File: config.mk
export PLATFORM = sky130hd
export DESIGN_NAME = fanfare_piezo_drv
export DESIGN_NICKNAME = d
export VERILOG_FILES = /design/src/rtl/fanfare_piezo_drv.sv
export SDC_FILE = /design/constraint.sdc
export NUM_CORES = 1
export LEC_CHECK = 0
export CORE_MARGIN = 1
export CORE_UTILIZATION = 33
export CTS_BUF_LIST = sky130_fd_sc_hd__clkbuf_8
export DETAILED_ROUTE_END_ITERATION = 10
export GPL_ROUTABILITY_DRIVEN = 0
export GPL_TIMING_DRIVEN = 1
export PLACE_DENSITY = 0.51
export SYNTH_ARGS = -nofsm -noshare
export SYNTH_HDL_FRONTEND = slang
export SYNTH_SLANG_ARGS = --single-unit
export TNS_END_PERCENT = 100
File: constraint.sdc
create_clock -name clk -period 6.8 [get_ports clk]
set_input_delay 1.02 -clock clk [delete_from_list [all_inputs] [get_ports clk]]
set_output_delay 1.02 -clock clk [all_outputs]
set_load 0.005 [all_outputs]
File: src/rtl/fanfare_piezo_drv.sv
// Six-note charge fanfare (G6 C7 E7 G7 E7 G7) on a differential piezo pair.
// Define FAST_SIM_EN to shorten the note unit 16x for simulation; periods unchanged.
module fanfare_piezo_drv #(
  parameter int unsigned G6_PER    = 31888,
  parameter int unsigned C7_PER    = 23889,
  parameter int unsigned E7_PER    = 18961,
  parameter int unsigned G7_PER    = 15944,
  parameter int unsigned UNIT_LOG2 = 22
) (
  input  logic clk,
  input  logic rst_n,
  input  logic go,
  output logic piezo,
  output logic piezo_n,
  output logic busy,
  output logic done
);

  localparam int unsigned DUR_W  = 25;
  localparam int unsigned TONE_W = 15;

`ifdef FAST_SIM_EN
  localparam int unsigned UNIT_SH = UNIT_LOG2 - 4;
`else
  localparam int unsigned UNIT_SH = UNIT_LOG2;
`endif

  // Terminal counts for note lengths of 1..4 units
  localparam logic [DUR_W-1:0] TERM_1 = DUR_W'((64'd1 << UNIT_SH) - 64'd1);
  localparam logic [DUR_W-1:0] TERM_2 = DUR_W'((64'd2 << UNIT_SH) - 64'd1);
  localparam logic [DUR_W-1:0] TERM_3 = DUR_W'((64'd3 << UNIT_SH) - 64'd1);
  localparam logic [DUR_W-1:0] TERM_4 = DUR_W'((64'd4 << UNIT_SH) - 64'd1);

  localparam logic [TONE_W-1:0] PER_G6  = TONE_W'(G6_PER);
  localparam logic [TONE_W-1:0] PER_C7  = TONE_W'(C7_PER);
  localparam logic [TONE_W-1:0] PER_E7  = TONE_W'(E7_PER);
  localparam logic [TONE_W-1:0] PER_G7  = TONE_W'(G7_PER);
  localparam logic [TONE_W-1:0] HALF_G6 = TONE_W'(G6_PER / 2);
  localparam logic [TONE_W-1:0] HALF_C7 = TONE_W'(C7_PER / 2);
  localparam logic [TONE_W-1:0] HALF_E7 = TONE_W'(E7_PER / 2);
  localparam logic [TONE_W-1:0] HALF_G7 = TONE_W'(G7_PER / 2);

  typedef enum logic [2:0] {
    IDLE = 3'd0,
    N0   = 3'd1,
    N1   = 3'd2,
    N2   = 3'd3,
    N3   = 3'd4,
    N4   = 3'd5,
    N5   = 3'd6
  } state_t;

  state_t              state;
  state_t              state_nxt;
  logic [DUR_W-1:0]    dur_cnt;
  logic [DUR_W-1:0]    dur_cnt_nxt;
  logic [TONE_W-1:0]   tone_cnt;
  logic [TONE_W-1:0]   tone_cnt_nxt;
  logic                term_hit;
  logic                piezo_d;
  logic                piezo_n_d;
  logic                busy_d;
  logic                done_d;

  function automatic logic [TONE_W-1:0] note_per(input state_t s);
    case (s)
      N0:      return PER_G6;
      N1:      return PER_C7;
      N2:      return PER_E7;
      N3:      return PER_G7;
      N4:      return PER_E7;
      N5:      return PER_G7;
      default: return PER_G6;
    endcase
  endfunction

  function automatic logic [TONE_W-1:0] note_half(input state_t s);
    case (s)
      N0:      return HALF_G6;
      N1:      return HALF_C7;
      N2:      return HALF_E7;
      N3:      return HALF_G7;
      N4:      return HALF_E7;
      N5:      return HALF_G7;
      default: return '0;
    endcase
  endfunction

  function automatic logic [DUR_W-1:0] note_term(input state_t s);
    case (s)
      N0, N1, N2: return TERM_2;
      N3:         return TERM_3;
      N4:         return TERM_1;
      N5:         return TERM_4;
      default:    return '0;
    endcase
  endfunction

  // State, counters and registered outputs
  always_ff @(posedge clk or negedge rst_n) begin
    if (!rst_n) begin
      state    <= IDLE;
      dur_cnt  <= '0;
      tone_cnt <= '0;
      piezo    <= 1'b0;
      piezo_n  <= 1'b0;
      busy     <= 1'b0;
      done     <= 1'b0;
    end else begin
      state    <= state_nxt;
      dur_cnt  <= dur_cnt_nxt;
      tone_cnt <= tone_cnt_nxt;
      piezo    <= piezo_d;
      piezo_n  <= piezo_n_d;
      busy     <= busy_d;
      done     <= done_d;
    end
  end

  // Next state: go only matters in IDLE; each note ends on its terminal count
  always_comb begin
    state_nxt = state;
    term_hit  = (state != IDLE) && (dur_cnt == note_term(state));
    case (state)
      IDLE:    if (go)       state_nxt = N0;
      N0:      if (term_hit) state_nxt = N1;
      N1:      if (term_hit) state_nxt = N2;
      N2:      if (term_hit) state_nxt = N3;
      N3:      if (term_hit) state_nxt = N4;
      N4:      if (term_hit) state_nxt = N5;
      N5:      if (term_hit) state_nxt = IDLE;
      default:               state_nxt = IDLE;
    endcase
  end

  // Counters restart on every note entry so each note begins with a fresh phase
  always_comb begin
    dur_cnt_nxt  = '0;
    tone_cnt_nxt = '0;
    if ((state_nxt == state) && (state != IDLE)) begin
      dur_cnt_nxt  = dur_cnt + DUR_W'(1);
      tone_cnt_nxt = (tone_cnt == note_per(state) - TONE_W'(1)) ? '0 : tone_cnt + TONE_W'(1);
    end
  end

  // Output values for the coming cycle, derived from next state and next tone phase
  always_comb begin
    piezo_d   = 1'b0;
    piezo_n_d = 1'b0;
    busy_d    = 1'b0;
    done_d    = 1'b0;
    if (state_nxt != IDLE) begin
      busy_d    = 1'b1;
      piezo_d   = (tone_cnt_nxt < note_half(state_nxt));
      piezo_n_d = ~piezo_d;
    end
    done_d = (state == N5) && term_hit;
  end

endmodule

==> out/results.md <==
| Parameter | Reported |
| --- | --- |
| IR drop worst, VDD | 0.1368 mV |
| CTS clk-pin slew, worst paths | 100 ps |
| Register-to-Register Setup Slack | 1960 ps |
| Final setup viols | 0 |
| Core Area | 8763 um2 |
| Count of endpoints failing hold in the final timing report | 0 |
| DR pass1 iterations | 4 |
| Logic pwr share | 19.9% |
| Most frequently used flop master after synthesis | sky130_fd_sc_hd__dfrtp_1 |
| Class of the tightest hold or removal check | reg -> reg |
| Type of element capturing the critical path | register |
| Sequential group share of total power | 54.2% |
| RSZ-0062 raised after global routing | no |
| Detailed Place HPWL | 4660 um |
| Count of flip-flops with a built-in enable after synthesis | 0 |
| Number of levels the H-tree was split into | 2 |
| Placed Cells | 427 |
| Cells after synthesis | 332 |
| Clock tree from TritonCTS | done |
| Nets | 342 |
| Net Sw Frac | 34.51% |
| Fraction of post-synthesis cell area in the top cell type by area | 39.17% |
| Mean area per synthesized cell | 9.045 um2 |
| Most instantiated cells after synthesis | 58 x sky130_fd_sc_hd__nor2_1, 47 x sky130_fd_sc_hd__dfrtp_1, 24 x sky130_fd_sc_hd__xor2_1 |
| Fraction of final layout cells sized beyond drive strength 1 | 6.116% |
| Final-layout setup total negative slack | 0 ps |
| Static Leak | 1.405 nW |
| Critical Path Start | state[2] |
| Maximum number of pins on one net before global-route repair | 48 |
| # Post-CTS Setup Buffers | 0 |
| Flip-flop and latch count after synthesis | 47 |
| CTS Root Buffer Type | sky130_fd_sc_hd__clkbuf_8 |
| Fin Clk Skew | 13.31 ps |
| Wire length of the first global-routing pass | 11110 um |
| Result of the run | completed |
| Clock latency on the worst-skew pair | 310 ps |
| Number of cells on the worst reg-to-reg path | 16 |
| Number of inserted diodes | 0 |
| Max cap viols | 0 |
| Die boundary height | 97.39 um |
| Final Max Tran Viols | 0 |
| IO Count | 7 |
| Finished Cell Area | 3183 um2 |
| Routed wire length | 6568 um |
| Via-to-Cell Ratio | 5.216 |
| CP Launch Type | register |
| Post-synthesis cell type count | 52 |
| Routed wire per std cell | 15.10 um |
| Main area contributors after synthesis | sky130_fd_sc_hd__dfrtp_1 39%, sky130_fd_sc_hd__nor2_1 7.2%, sky130_fd_sc_hd__xor2_1 7.0%, sky130_fd_sc_hd__ha_1 5.4%, sky130_fd_sc_hd__xnor2_1 5.2% |
| IO buf count | 6 |
| Die Outline Area | 9485 um2 |
| Initial antenna violation count | 0 |
| TritonCTS sink count | 47 |
| Number of buffers inserted by hold repair at cts | 0 |
| Power density over the cells | 221.4 nW/um2 |
| Async S/R FF share, synth | 100.0% |
| Total placed instance area | 3088 um2 |
| Via count of the routed design | 2269 |
| Die X-Extent | 97.39 um |
| Non-filler instance count after layout | 435 |
| CP Max Fanout | 27 |
| Fraction of the yosys area taken by sequential cells | 39.17% |
| Layout-stage area growth over the synthesis result | 6.000% |
| Synthesized area | 3003 um2 |
| Capture instance of the worst register-to-register path | piezo |
| Clk pwr share | 25.9% |
| Data arrival time of the critical path | 5050 ps |
| Slew at the pin closest to its max-slew limit | 1102 ps |
| Worst flop-to-flop path startpoint | state[2] |
| Mapped Nets | 348 |
| Headroom to the max-slew limit | 26.51% |
| Total global routing track utilization | 14.36% |
| Global route overflow | 0 |
| Total number of yosys warnings | 0 |
| DR iter-0 viols | 190 |
| Crit path to | piezo |
| Category of the critical setup timing path | reg -> reg |
| Number of buffers created by CTS | 5 |
| Count of antenna-violating nets left after detailed routing | 0 |
| Row Count | 34 |
| Starting density of the core | 34.27% |
| Vias in the first global route | 2186 |
| Final Critical Period | 4843 ps |
| Resized Gates After CTS | 0 |
| Final worst path period share | 71.22% |
| Cell type with the highest aggregate area in the netlist | sky130_fd_sc_hd__dfrtp_1 |
| Hold_sp | tone_cnt[0] |
| Net switching power of the design | 0.2432 mW |
| Internal portion of total power | 0.4616 mW |
| Worst Path Required | 7000 ps |
| Max clock buf depth | 2 |
| Post-detailed-route DRC marker count | 0 |
| Most used standard cell by instance count after synthesis | sky130_fd_sc_hd__nor2_1 |
| Max frequency | 206.5 MHz |
-- metal layers --
layer  global-route usage (%)  vias to the layer above  wire (um)
li1                         -                     1143          -
met5                        0                        -          0
met2                    21.68                       26       2842
met4                    4.525                        0        113
met3                    2.446                        9        145
met1                    20.82                     1091       3466
-- stage by stage --
stage / setup WS (ps) / util, % / hold WS, ps / total power, mW
2_1_floorplan: 2830 / - / 447.7 / 0.4826
3_3_place_gp: 2051 / 35.24 / 477.5 / 0.5260
3_5_place_dp: 2018 / 35.24 / 475.3 / 0.5273
4_1_cts: 1969 / 36.32 / 488.1 / 0.7151
5_1_grt: 1514 / 36.32 / 512.0 / 0.7525
6_report: 1957 / 36.32 / 479.2 / 0.7048
-- sequential cells by signal, summed over array words and instances (netlist names) --
signal and flops:
tone_cnt 15, piezo_n 1, busy 1, state 3, done 1, piezo 1
dur_cnt 25
-- power groups by stage --
stage | logic (mW) | registers [mW] | clock network (mW)
6_report | 0.140 | 0.382 | 0.182
5_1_grt | 0.161 | 0.390 | 0.201
4_1_cts | 0.142 | 0.381 | 0.192
3_5_place_dp | 0.141 | 0.386 | 0
3_3_place_gp | 0.139 | 0.387 | 0
2_1_floorplan | 0.118 | 0.365 | 0
-- final cells by class --
| cell class | count | area, um2 |
|---|---|---|
| sequential | 47 | 1176 |
| multi-input combinational | 256 | 1680 |
| clock inverter | 3 | 26.28 |
| fill | 914 | 5580 |
| tap | 108 | 135.1 |
| timing repair buffer | 7 | 62.56 |
| clock buffer | 5 | 68.82 |
| inverter | 9 | 33.78 |
-- placed cells by master (no fill, tap or decap), types with 3 or more instances in the layout --
cell type and instances:
sky130_fd_sc_hd__o211ai_1 3, sky130_fd_sc_hd__dfrtp_1 47, sky130_fd_sc_hd__or2_2 4, sky130_fd_sc_hd__nand2_1 17, sky130_fd_sc_hd__nor2_1 58, sky130_fd_sc_hd__a21o_1 5
sky130_fd_sc_hd__ha_1 13, sky130_fd_sc_hd__a211oi_1 4, sky130_fd_sc_hd__nand4_1 12, sky130_fd_sc_hd__inv_1 9, sky130_fd_sc_hd__nand2b_1 3, sky130_fd_sc_hd__xnor2_1 18
sky130_fd_sc_hd__clkbuf_8 5, sky130_fd_sc_hd__and4_1 4, sky130_fd_sc_hd__and3_1 5, sky130_fd_sc_hd__and2_1 6, sky130_fd_sc_hd__o21ai_0 8, sky130_fd_sc_hd__a21oi_1 7
sky130_fd_sc_hd__nor3_1 3, sky130_fd_sc_hd__xor2_1 24, sky130_fd_sc_hd__nand3_1 20, sky130_fd_sc_hd__clkdlybuf4s50_1 5, sky130_fd_sc_hd__nor4_1 3
-- worst min-delay path by stage --
stage / to / slack [ps] / cells past startpoint
4_1_cts: tone_cnt[0] / 490 / 1
5_1_grt: tone_cnt[0] / 510 / 1
6_report: tone_cnt[0] / 480 / 1
3_5_place_dp: tone_cnt[0] / 480 / 1
2_1_floorplan: tone_cnt[0] / 450 / 1
3_3_place_gp: tone_cnt[0] / 480 / 1
-- critical path: stages (launching register included) --
cell                       delay, ps
sky130_fd_sc_hd__dfrtp_1         860
sky130_fd_sc_hd__nor2b_1         350
sky130_fd_sc_hd__inv_1           110
sky130_fd_sc_hd__ha_1            300
sky130_fd_sc_hd__xor2_1          150
sky130_fd_sc_hd__nand4b_1        110
sky130_fd_sc_hd__a2111o_1        310
sky130_fd_sc_hd__nor4_1          210
sky130_fd_sc_hd__or2_1           470
sky130_fd_sc_hd__nor2_1          140
sky130_fd_sc_hd__ha_1            330
sky130_fd_sc_hd__nand4_1         100
sky130_fd_sc_hd__a211oi_1        450
sky130_fd_sc_hd__o221ai_1        220
sky130_fd_sc_hd__a211oi_1        320
sky130_fd_sc_hd__a211oi_2        140
sky130_fd_sc_hd__and2_1          180
-- logic make-up after synthesis --
| family | synth area share [%] |
|---|---|
| AO/OA/AOI/OAI | 10.17 |
| flip-flops | 39.17 |
| multiplexers | 0.6667 |
| adder cells (fa/ha/maj) | 5.750 |
| buffers and inverters | 4.875 |
| AND/OR/NAND/NOR | 27.12 |
| XOR/XNOR | 12.25 |
(Power assumes the default switching activity.)
